**src/rtl/sol1_bus_responder_pkg.sv**
```systemverilog
// Shared types for the sol1 bus responder: FSM state encoding and wait counter width.
package pa_bus_resp;

  typedef enum logic [1:0] {
    ST_IDLE = 2'd0,
    ST_WAIT = 2'd1,
    ST_ACK  = 2'd2
  } e_resp_state;

  localparam int WAIT_CNT_W = 4;

endpackage

```
**src/rtl/sol1_resp_bank.sv**
```systemverilog
// 2^ADDR_W x 8 register bank: synchronous write, registered read, synchronous clear.
module sol1_resp_bank #(
  parameter int ADDR_W = 4
) (
  input  logic              clk,
  input  logic              clr,
  input  logic              we,
  input  logic [ADDR_W-1:0] waddr,
  input  logic [7:0]        wdata,
  input  logic              re,
  input  logic [ADDR_W-1:0] raddr,
  output logic [7:0]        rdata
);

  localparam int DEPTH = 1 << ADDR_W;

  logic [7:0] mem_q [DEPTH];
  logic [7:0] rdata_q;

  // Storage and read register; clear has priority over any access.
  always_ff @(posedge clk) begin
    if (clr) begin
      for (int i = 0; i < DEPTH; i++) begin
        mem_q[i] <= 8'h00;
      end
      rdata_q <= 8'h00;
    end else begin
      if (we) begin
        mem_q[waddr] <= wdata;
      end
      if (re) begin
        rdata_q <= mem_q[raddr];
      end
    end
  end

  assign rdata = rdata_q;

endmodule

```
**src/rtl/sol1_bus_responder.sv**
```systemverilog
// Target-side endpoint of the CPU external bus with programmable wait states.
// Define SOL1_RESP_DOORBELL_EN to make writes to DOORBELL_OFS pulse irq.
module sol1_bus_responder
  import pa_bus_resp::*;
#(
  parameter logic [21:0] BASE_ADDR    = 22'h3F_FF00,
  parameter int          ADDR_W       = 4,
  parameter int          WAIT_STATES  = 2,
  parameter logic        MEM_IO_SEL   = 1'b1,
  parameter int          DOORBELL_OFS = (1 << ADDR_W) - 1
) (
  input  logic        clk,
  input  logic        arst,
  input  logic [21:0] addr,
  input  logic        mem_io,
  input  logic        rd,
  input  logic        wr,
  input  logic [7:0]  data_in,
  output logic [7:0]  data_out,
  output logic        data_oe,
  output logic        wait_out,
  output logic        irq
);

  if (WAIT_STATES < 1 || WAIT_STATES > 15) begin : g_bad_wait
    $error("sol1_bus_responder: WAIT_STATES must be 1..15");
  end
  if (ADDR_W < 1 || ADDR_W > 8) begin : g_bad_addr_w
    $error("sol1_bus_responder: ADDR_W must be 1..8");
  end
  if (BASE_ADDR[ADDR_W-1:0] != '0) begin : g_bad_base
    $error("sol1_bus_responder: BASE_ADDR low bits must be zero");
  end
  if (DOORBELL_OFS >= (1 << ADDR_W)) begin : g_bad_db
    $error("sol1_bus_responder: DOORBELL_OFS outside window");
  end

  localparam logic [WAIT_CNT_W-1:0] CNT_INIT = WAIT_CNT_W'(WAIT_STATES - 2);
`ifdef SOL1_RESP_DOORBELL_EN
  localparam logic [ADDR_W-1:0] DB_OFS = DOORBELL_OFS[ADDR_W-1:0];
`endif

  e_resp_state           state_q, state_d;
  logic [WAIT_CNT_W-1:0] cnt_q, cnt_d;
  logic [ADDR_W-1:0]     ofs_q, ofs_d;
  logic                  dir_q, dir_d;
  logic [7:0]            wdata_q, wdata_d;
  logic                  data_oe_q, data_oe_d;
  logic                  irq_q, irq_d;
  logic [7:0]            err_cnt_q, err_cnt_d;

  logic                  sel_s, hit_s, wait_s, enter_ack_s;
  logic                  commit_s, read_s;
  logic [ADDR_W-1:0]     acc_ofs_s;
  logic [7:0]            acc_data_s;
  logic                  acc_dir_s;
  logic [7:0]            bank_rdata_s;

  assign sel_s = (mem_io == MEM_IO_SEL) && (addr[21:ADDR_W] == BASE_ADDR[21:ADDR_W]);
  assign hit_s = sel_s && (rd ^ wr);

  // Next-state, access latch and error counting; a single-wait-state access goes straight to ACK.
  always_comb begin
    state_d     = state_q;
    cnt_d       = cnt_q;
    ofs_d       = ofs_q;
    dir_d       = dir_q;
    wdata_d     = wdata_q;
    data_oe_d   = data_oe_q;
    err_cnt_d   = err_cnt_q;
    wait_s      = 1'b0;
    enter_ack_s = 1'b0;
    acc_ofs_s   = ofs_q;
    acc_data_s  = wdata_q;
    acc_dir_s   = dir_q;
    case (state_q)
      ST_IDLE: begin
        wait_s     = hit_s;
        acc_ofs_s  = addr[ADDR_W-1:0];
        acc_data_s = data_in;
        acc_dir_s  = wr;
        if (hit_s) begin
          ofs_d   = addr[ADDR_W-1:0];
          dir_d   = wr;
          wdata_d = data_in;
          if (WAIT_STATES == 1) begin
            enter_ack_s = 1'b1;
          end else begin
            state_d = ST_WAIT;
            cnt_d   = CNT_INIT;
          end
        end else if (sel_s && rd && wr && (err_cnt_q != 8'hFF)) begin
          err_cnt_d = err_cnt_q + 8'd1;
        end else begin
          err_cnt_d = err_cnt_q;
        end
      end
      ST_WAIT: begin
        wait_s = 1'b1;
        if (dir_q ? !wr : !rd) begin
          state_d = ST_IDLE;
        end else if (cnt_q != '0) begin
          cnt_d = cnt_q - WAIT_CNT_W'(1);
        end else begin
          enter_ack_s = 1'b1;
        end
      end
      ST_ACK: begin
        if (!rd && !wr) begin
          state_d   = ST_IDLE;
          data_oe_d = 1'b0;
        end else begin
          state_d = ST_ACK;
        end
      end
      default: begin
        state_d = ST_IDLE;
      end
    endcase

    if (enter_ack_s) begin
      state_d = ST_ACK;
      if (!acc_dir_s) begin
        data_oe_d = 1'b1;
      end else begin
        data_oe_d = data_oe_q;
      end
    end else begin
      data_oe_d = data_oe_d;
    end
  end

  assign commit_s = enter_ack_s && acc_dir_s;
  assign read_s   = enter_ack_s && !acc_dir_s;

  // Doorbell pulse is a single cycle on the edge that enters ACK.
  always_comb begin
`ifdef SOL1_RESP_DOORBELL_EN
    irq_d = commit_s && (acc_ofs_s == DB_OFS);
`else
    irq_d = 1'b0;
`endif
  end

  // State and access registers.
  always_ff @(posedge clk) begin
    if (arst) begin
      state_q   <= ST_IDLE;
      cnt_q     <= '0;
      ofs_q     <= '0;
      dir_q     <= 1'b0;
      wdata_q   <= 8'h00;
      data_oe_q <= 1'b0;
      irq_q     <= 1'b0;
      err_cnt_q <= 8'h00;
    end else begin
      state_q   <= state_d;
      cnt_q     <= cnt_d;
      ofs_q     <= ofs_d;
      dir_q     <= dir_d;
      wdata_q   <= wdata_d;
      data_oe_q <= data_oe_d;
      irq_q     <= irq_d;
      err_cnt_q <= err_cnt_d;
    end
  end

  sol1_resp_bank #(
    .ADDR_W(ADDR_W)
  ) u_bank (
    .clk  (clk),
    .clr  (arst),
    .we   (commit_s),
    .waddr(acc_ofs_s),
    .wdata(acc_data_s),
    .re   (read_s),
    .raddr(acc_ofs_s),
    .rdata(bank_rdata_s)
  );

  // Reset forces wait_out low even if a strobe is still held through it.
  assign wait_out = wait_s && !arst;
  assign data_oe  = data_oe_q;
  assign data_out = data_oe_q ? bank_rdata_s : 8'h00;
  assign irq      = irq_q;

endmodule

```
**config.mk**
```make
export PLATFORM = sky130hd
export DESIGN_NAME = sol1_bus_responder
export DESIGN_NICKNAME = d
export VERILOG_FILES = /design/src/rtl/sol1_bus_responder_pkg.sv /design/src/rtl/sol1_resp_bank.sv /design/src/rtl/sol1_bus_responder.sv
export SDC_FILE = /design/constraint.sdc
export NUM_CORES = 1
export LEC_CHECK = 0
export BUFFER_PORTS_ARGS = -buffer_cell sky130_fd_sc_hd__buf_2
export CAP_MARGIN = 0
export CORE_MARGIN = 2
export CORE_UTILIZATION = 45
export DETAILED_ROUTE_END_ITERATION = 10
export GPL_TIMING_DRIVEN = 1
export PLACE_DENSITY_LB_ADDON = 0.3
export SLEW_MARGIN = 10
export SYNTH_ARGS = -nofsm -noshare
export SYNTH_HDL_FRONTEND = slang
export SYNTH_SLANG_ARGS = --single-unit
```
**constraint.sdc**
```tcl
create_clock -name clk -period 5.4 [get_ports clk]
set_input_delay 0.54 -clock clk [delete_from_list [all_inputs] [get_ports clk]]
set_output_delay 0.54 -clock clk [all_outputs]
set_load 0.01 [all_outputs]
```
# Word level (Yosys, flattened, before mapping)
# Memory sizes are Yosys's and may differ from the RTL's. A register that Yosys moved wholly into a read port is not among the register bits.
# Cells that the tools add are included.
[word_totals] memories=1 ram_bits=128 output_inout_bits=11 input_bits=35 register_bits=20 word_cells=72
[memory_table] memory="u_bank.mem_q" words=16 width=8 rd=1 rd_ports_with_merged_regs=1 write_ports=16 line="sol1_resp_bank.sv:17" rtl="logic [7:0] mem_q [DEPTH];"
[classes] n_addsub=1 bitwise=1 eq_ne=10 muxes=30 reduce_logical=22
[ops] operator="$mux W8" n=3
[ops] operator="$mux W4" n=5
[ops] operator="$eq A18 B18 Y1 const B" n=1
[ops] operator="$mux W1" n=15
[ops] operator="$ne A2 B2 Y1 const B" n=5
[ops] operator="$mux W2" n=4
[ops] operator="$pmux W4 S2" n=1
[ops] operator="$reduce_or A8 Y1" n=1
[ops] operator="$logic_and A1 B1 Y1" n=6
[ops] operator="$ne A3 B3 Y1 const B" n=2
[ops] operator="$pmux W2 S3" n=1
[ops] operator="$reduce_and A2 Y1" n=3
[ops] operator="$reduce_bool A2 Y1" n=3
[ops] operator="$logic_not A1 Y1" n=4
[ops] operator="$reduce_and A4 Y1" n=1
[ops] operator="$reduce_bool A4 Y1" n=1
[ops] operator="$sub A4 B1 Y4 const B" n=1
[ops] operator="$reduce_and A3 Y1" n=1
[ops] operator="$eq A2 B1 Y1 const B" n=1
[ops] operator="$eq A2 B2 Y1 const B" n=1
[ops] operator="$logic_not A2 Y1" n=1
[ops] operator="$pmux W1 S2" n=1
[ops] operator="$reduce_or A2 Y1" n=1
[ops] operator="$xor A1 B1 Y1" n=1

# Depth between registers and ports, before layout
[logic_depth] depth_word=10 mapped_depth=9 depth_no_buf=8

# By module
# From an unflattened synthesis, not the netlist that was laid out.
[hier_totals] hier_cells=594 hier_area_um2=7410.9
[by_module_without_submodules] module="sol1_resp_bank" area_each_um2=6247.2 n_inst=1 seq_area_each_um2=4003.8 cells_per_inst=471
[by_module_without_submodules] module="sol1_bus_responder" area_each_um2=1163.6 n_inst=1 seq_area_each_um2=400.4 cells_per_inst=123

# Worst setup path after synthesis
# OpenSTA, ideal clock, no wires.
[synth_timing] path_type="input port to flip-flop" from="input port addr[5]" to="register cnt_q[3]" arrival_ns=2.417 slack_ns=2.914 cell_stages=6 t_required_ns=5.330 setup_ns=0.070 path_buffers=0 path_cell_list="or4b_1 > or3_4 > nor4b_4 > a21oi_2 > or3_1 > a21oi_1"
[synth_via] elab_chain_cells=5
[synth_lines] element="from (decl)" line="sol1_bus_responder.sv:14" rtl="input logic [21:0] addr,"
[synth_lines] element="$eq A18 B18 Y1" line="sol1_bus_responder.sv:59" rtl="assign sel_s = (mem_io == MEM_IO_SEL) && (addr[21:ADDR_W] == BASE_ADDR[21:ADDR_W]);"
[synth_lines] element="$logic_and A1 B1 Y1" line="sol1_bus_responder.sv:59"
[synth_lines] element="$logic_and A1 B1 Y1" line="sol1_bus_responder.sv:60" rtl="assign hit_s = sel_s && (rd ^ wr);"
[synth_lines] element="$ne A2 B2 Y1 (no line)"
[synth_lines] element="$reduce_and A4 Y1 (no line)"
[synth_lines] element="to (signal assigned)" line="sol1_bus_responder.sv:158" rtl="cnt_q <= cnt_d;"
[synth_lines] element="to (decl)" line="sol1_bus_responder.sv:44" rtl="logic [WAIT_CNT_W-1:0] cnt_q, cnt_d;"
# No other way between the ends.
# A chain may end at the register's enable or synchronous reset.

==> impl_results.md <==
* Outcome: finished clean
* Pre-antenna DRT Iters at 5
* Largest net degree at the start of global routing at 44
* Critical path's top delay family: simple AND/OR/NAND/NOR gates
* CP Class: reg2reg
* Top cell type's share of synthesized area at between 50 and 60%
* CP endpoint: u_bank.mem_q[9][6]
* Max cap viols at 0
* Worst r2r src: state_q[1]
* Asr flop ratio synth at 0%
* Worst-Margin Slew at 1.17 ns
* Register bit total from synthesis at approximately 160
* Clock buffer depth at 2
* Synth warn at 0
* Cts bufs inserted at 17
* Primary FF master, synth: edfxtp_1
* Total power at ~2600 uW
* # IOs at 46
* Detail Placement HPWL at around 11000 um
* GP Congestion at between 0.9 and 1
* VDD IR max at 0.225 mV
* Tot GR Track Use at 21.5%
* Fraction of layout cells with a size suffix above 1 at approximately 15%
* Pwr dens at around 340 nW/um2
* Final hold violations at 0
* Fin crit period at 3.36 ns
* Worst path max stage delay at between 0.9 and 1 ns
* GR Util met2 at around a third
* Arr. time, crit path at between 3 and 4 ns
* Slew HR at 21.5%
* Final wirelength at ~17000 um
* Fin crit share at 62.2%
* Sequential area share after synthesis at 65.3%
* R2r setup slk at slightly above 2 ns
* Initial Utilization at 46.2%
* Crit path depth at 6
* CTS clk-pin slew, worst paths at roughly 0.060 ns
* DRC at 0
* Area grow syn2layout at 15.0%
* RSZ-0062 raised after global routing: false
* Top-count cell post-synth: nor2_1
* DR iter-0 viols at 570
* CTS Hold Bufs at 0
* Vias per std cell at between 5 and 6
* Syn_area_per_cell at around 12 um2
* Vias in the first global route at slightly below 5000
* FP Rows at 44
* Antenna Cells at 0
* Synth Instances at between 500 and 600
* Final Non-Filler Cells at 827
* Port bufs at 44
* Setup-failing EPs final at 0
* CP max stage cell: nor2_2
* Placed cells at 795
* Num Clock Sinks at 156
* Final ANT Viol Nets at 0
* Congestion Overflow GR at 0
* CP cell instances: nor2_2, mux2_1, nand4b_1, nor2_1, nand2_1, nand2b_1
* Yosys cell types at 36
* Layout Nets at 668
* Root Driver: clkbuf_16
* Clk Latency, worst-skew pair at about 0.43 ns
* Critical path capture point type: flip-flop
* CTS tree: built
* Post-synth EDFFs at 128
* Yosys top cell by area: edfxtp_1
* Met3 usage at under 10%
* FILL cells at around 1200
* First-pass GRT wire length at 25800 um
* Total nets after synthesis at 624
* Crit path launch: state_q[1]
* GRT Max-Usage Layer: met2
* Synth area leaders: edfxtp_1 57%, nor2_1 8.9%, dfxtp_1 8.3%
* Clock skew at just over 0.007 ns
* CP Buf/Inv Count at 0
* RR Endpoint: u_bank.mem_q[9][6]
* Chip Height at about 130 um
* Met1 Use GR at between 20 and 30%
* Post_cts resized at 0
* H-tree Lvls at 4
* Data required, critical path at ~5.5 ns
* Fmax achieved at around 0.30 GHz
* Area of the core at roughly 15000 um2
* Pleak at 0.00277 uW
* Die ar. at about 16000 um2
* Reg2reg path depth at 6
* Setup tns final at 0 ns
* Slew Viols, Final at 0
* Wire length per cell at approximately 20 um
* Vias at roughly 4900
* Die W at around 130 um
* Worst setup SP type: flip-flop
* Initial antenna violation count at 0
* Worst Hold Class: in2reg
* Worst-path fanout max at 21
* Mapped cell area at 6750 um2
* Post-CTS setup buffer count at 0
* Top cells by count, synth: 160 x nor2_1, 128 x edfxtp_1, 64 x a22oi_1
## power breakdown
part / leakage (uW) / internal (uW) / total (uW) / switching, uW
Combinational: 0.000961 / 39.7 / 140 / 100
Sequential: 0.00154 / 1330 / 1340 / 12.0
Clock: 0.000269 / 641 / 1140 / 498
Total: 0.00277 / 2010 / 2620 / 610
## tightest hold or removal path, stage by stage
cell and delay (ns):
buf_2 0.09, mux2i_1 0.06, nor2_1 0.08
## logic make-up after synthesis
group / synth area share (%)
AND/OR/NAND/NOR: 16.2
other: 0.0556
XOR/XNOR: 0.130
AO/OA/AOI/OAI: 11.9
flip-flops: 65.3
multiplexers: 3.43
adder cells (fa/ha/maj): 0.557
buffers and inverters: 2.45
## stage by stage
step / hold slack, ns / cell area [um2] / utilization [%] / worst slack, ns
4_1_cts: 0.362 / 7750 / 53.1 / 2.00
3_5_place_dp: 0.487 / 7190 / 49.3 / 2.00
2_1_floorplan: 0.460 / 6750 / - / 2.91
5_1_grt: 0.372 / 7750 / 53.1 / 1.84
3_3_place_gp: 0.472 / 7190 / 49.3 / 2.10
6_report: 0.370 / 7750 / 53.1 / 2.04
## layout make-up
type,instances,area (um2),share of cell area [%]
flip-flops and latches,156,4400,56.8
multi-input cells,389,2200,28.4
clock buffers,17,425,5.49
repair buffers,57,318,4.10
well taps,184,230,2.97
clock inverters,15,139,1.79
inverters,9,33.8,0.436
## cells in the final DEF, fill, tap and decap left out, drive strengths merged, types with 3 or more instances in the layout
cell type  synthesis  routed
a22oi             64      64
nand4              3       3
nand2b            21      21
inv                9      15
a211oi            10      10
nand2             20      20
and2               8       8
or3                4       4
nor4               8       8
clkinv             0       4
a31oi              4       4
ha                 3       3
nor2             160     160
edfxtp           128     128
clkbuf            26      17
or4b               3       3
o21ai              4       4
a21oi             38      38
dfxtp             28      28
nor3b              4       4
buf                6      57
mux2i             22      22
clkinvlp           0       4
## state kept, by name, summed over array words and instances, names as in the netlist
name,count
u_bank.mem_q,128
u_bank.rdata,8
wdata_q,8
cnt_q,4
ofs_q,4
state_q,2
data_oe,1
dir_q,1
## worst min-delay path by stage
| stage | to | startpoint | cells past startpoint | slack, ns |
|---|---|---|---|---|
| after floorplan | wdata_q[0] | wdata_q[0] | 2 | 0.46 |
| after global placement | cnt_q[3] | cnt_q[3] | 2 | 0.47 |
| after detailed placement | wdata_q[4] | wdata_q[4] | 2 | 0.49 |
| after CTS | wdata_q[7] | data_in[7] | 3 | 0.36 |
| after global routing | wdata_q[7] | data_in[7] | 3 | 0.37 |
| final | wdata_q[6] | data_in[6] | 3 | 0.37 |
## layer usage
metal / vias up / wire length, um
li1: 2235 / -
met1: 2362 / 6900
met2: 266 / 7910
met3: 42 / 1560
met4: 0 / 541
met5: - / 0
Power figures use the tool's default switching activity.
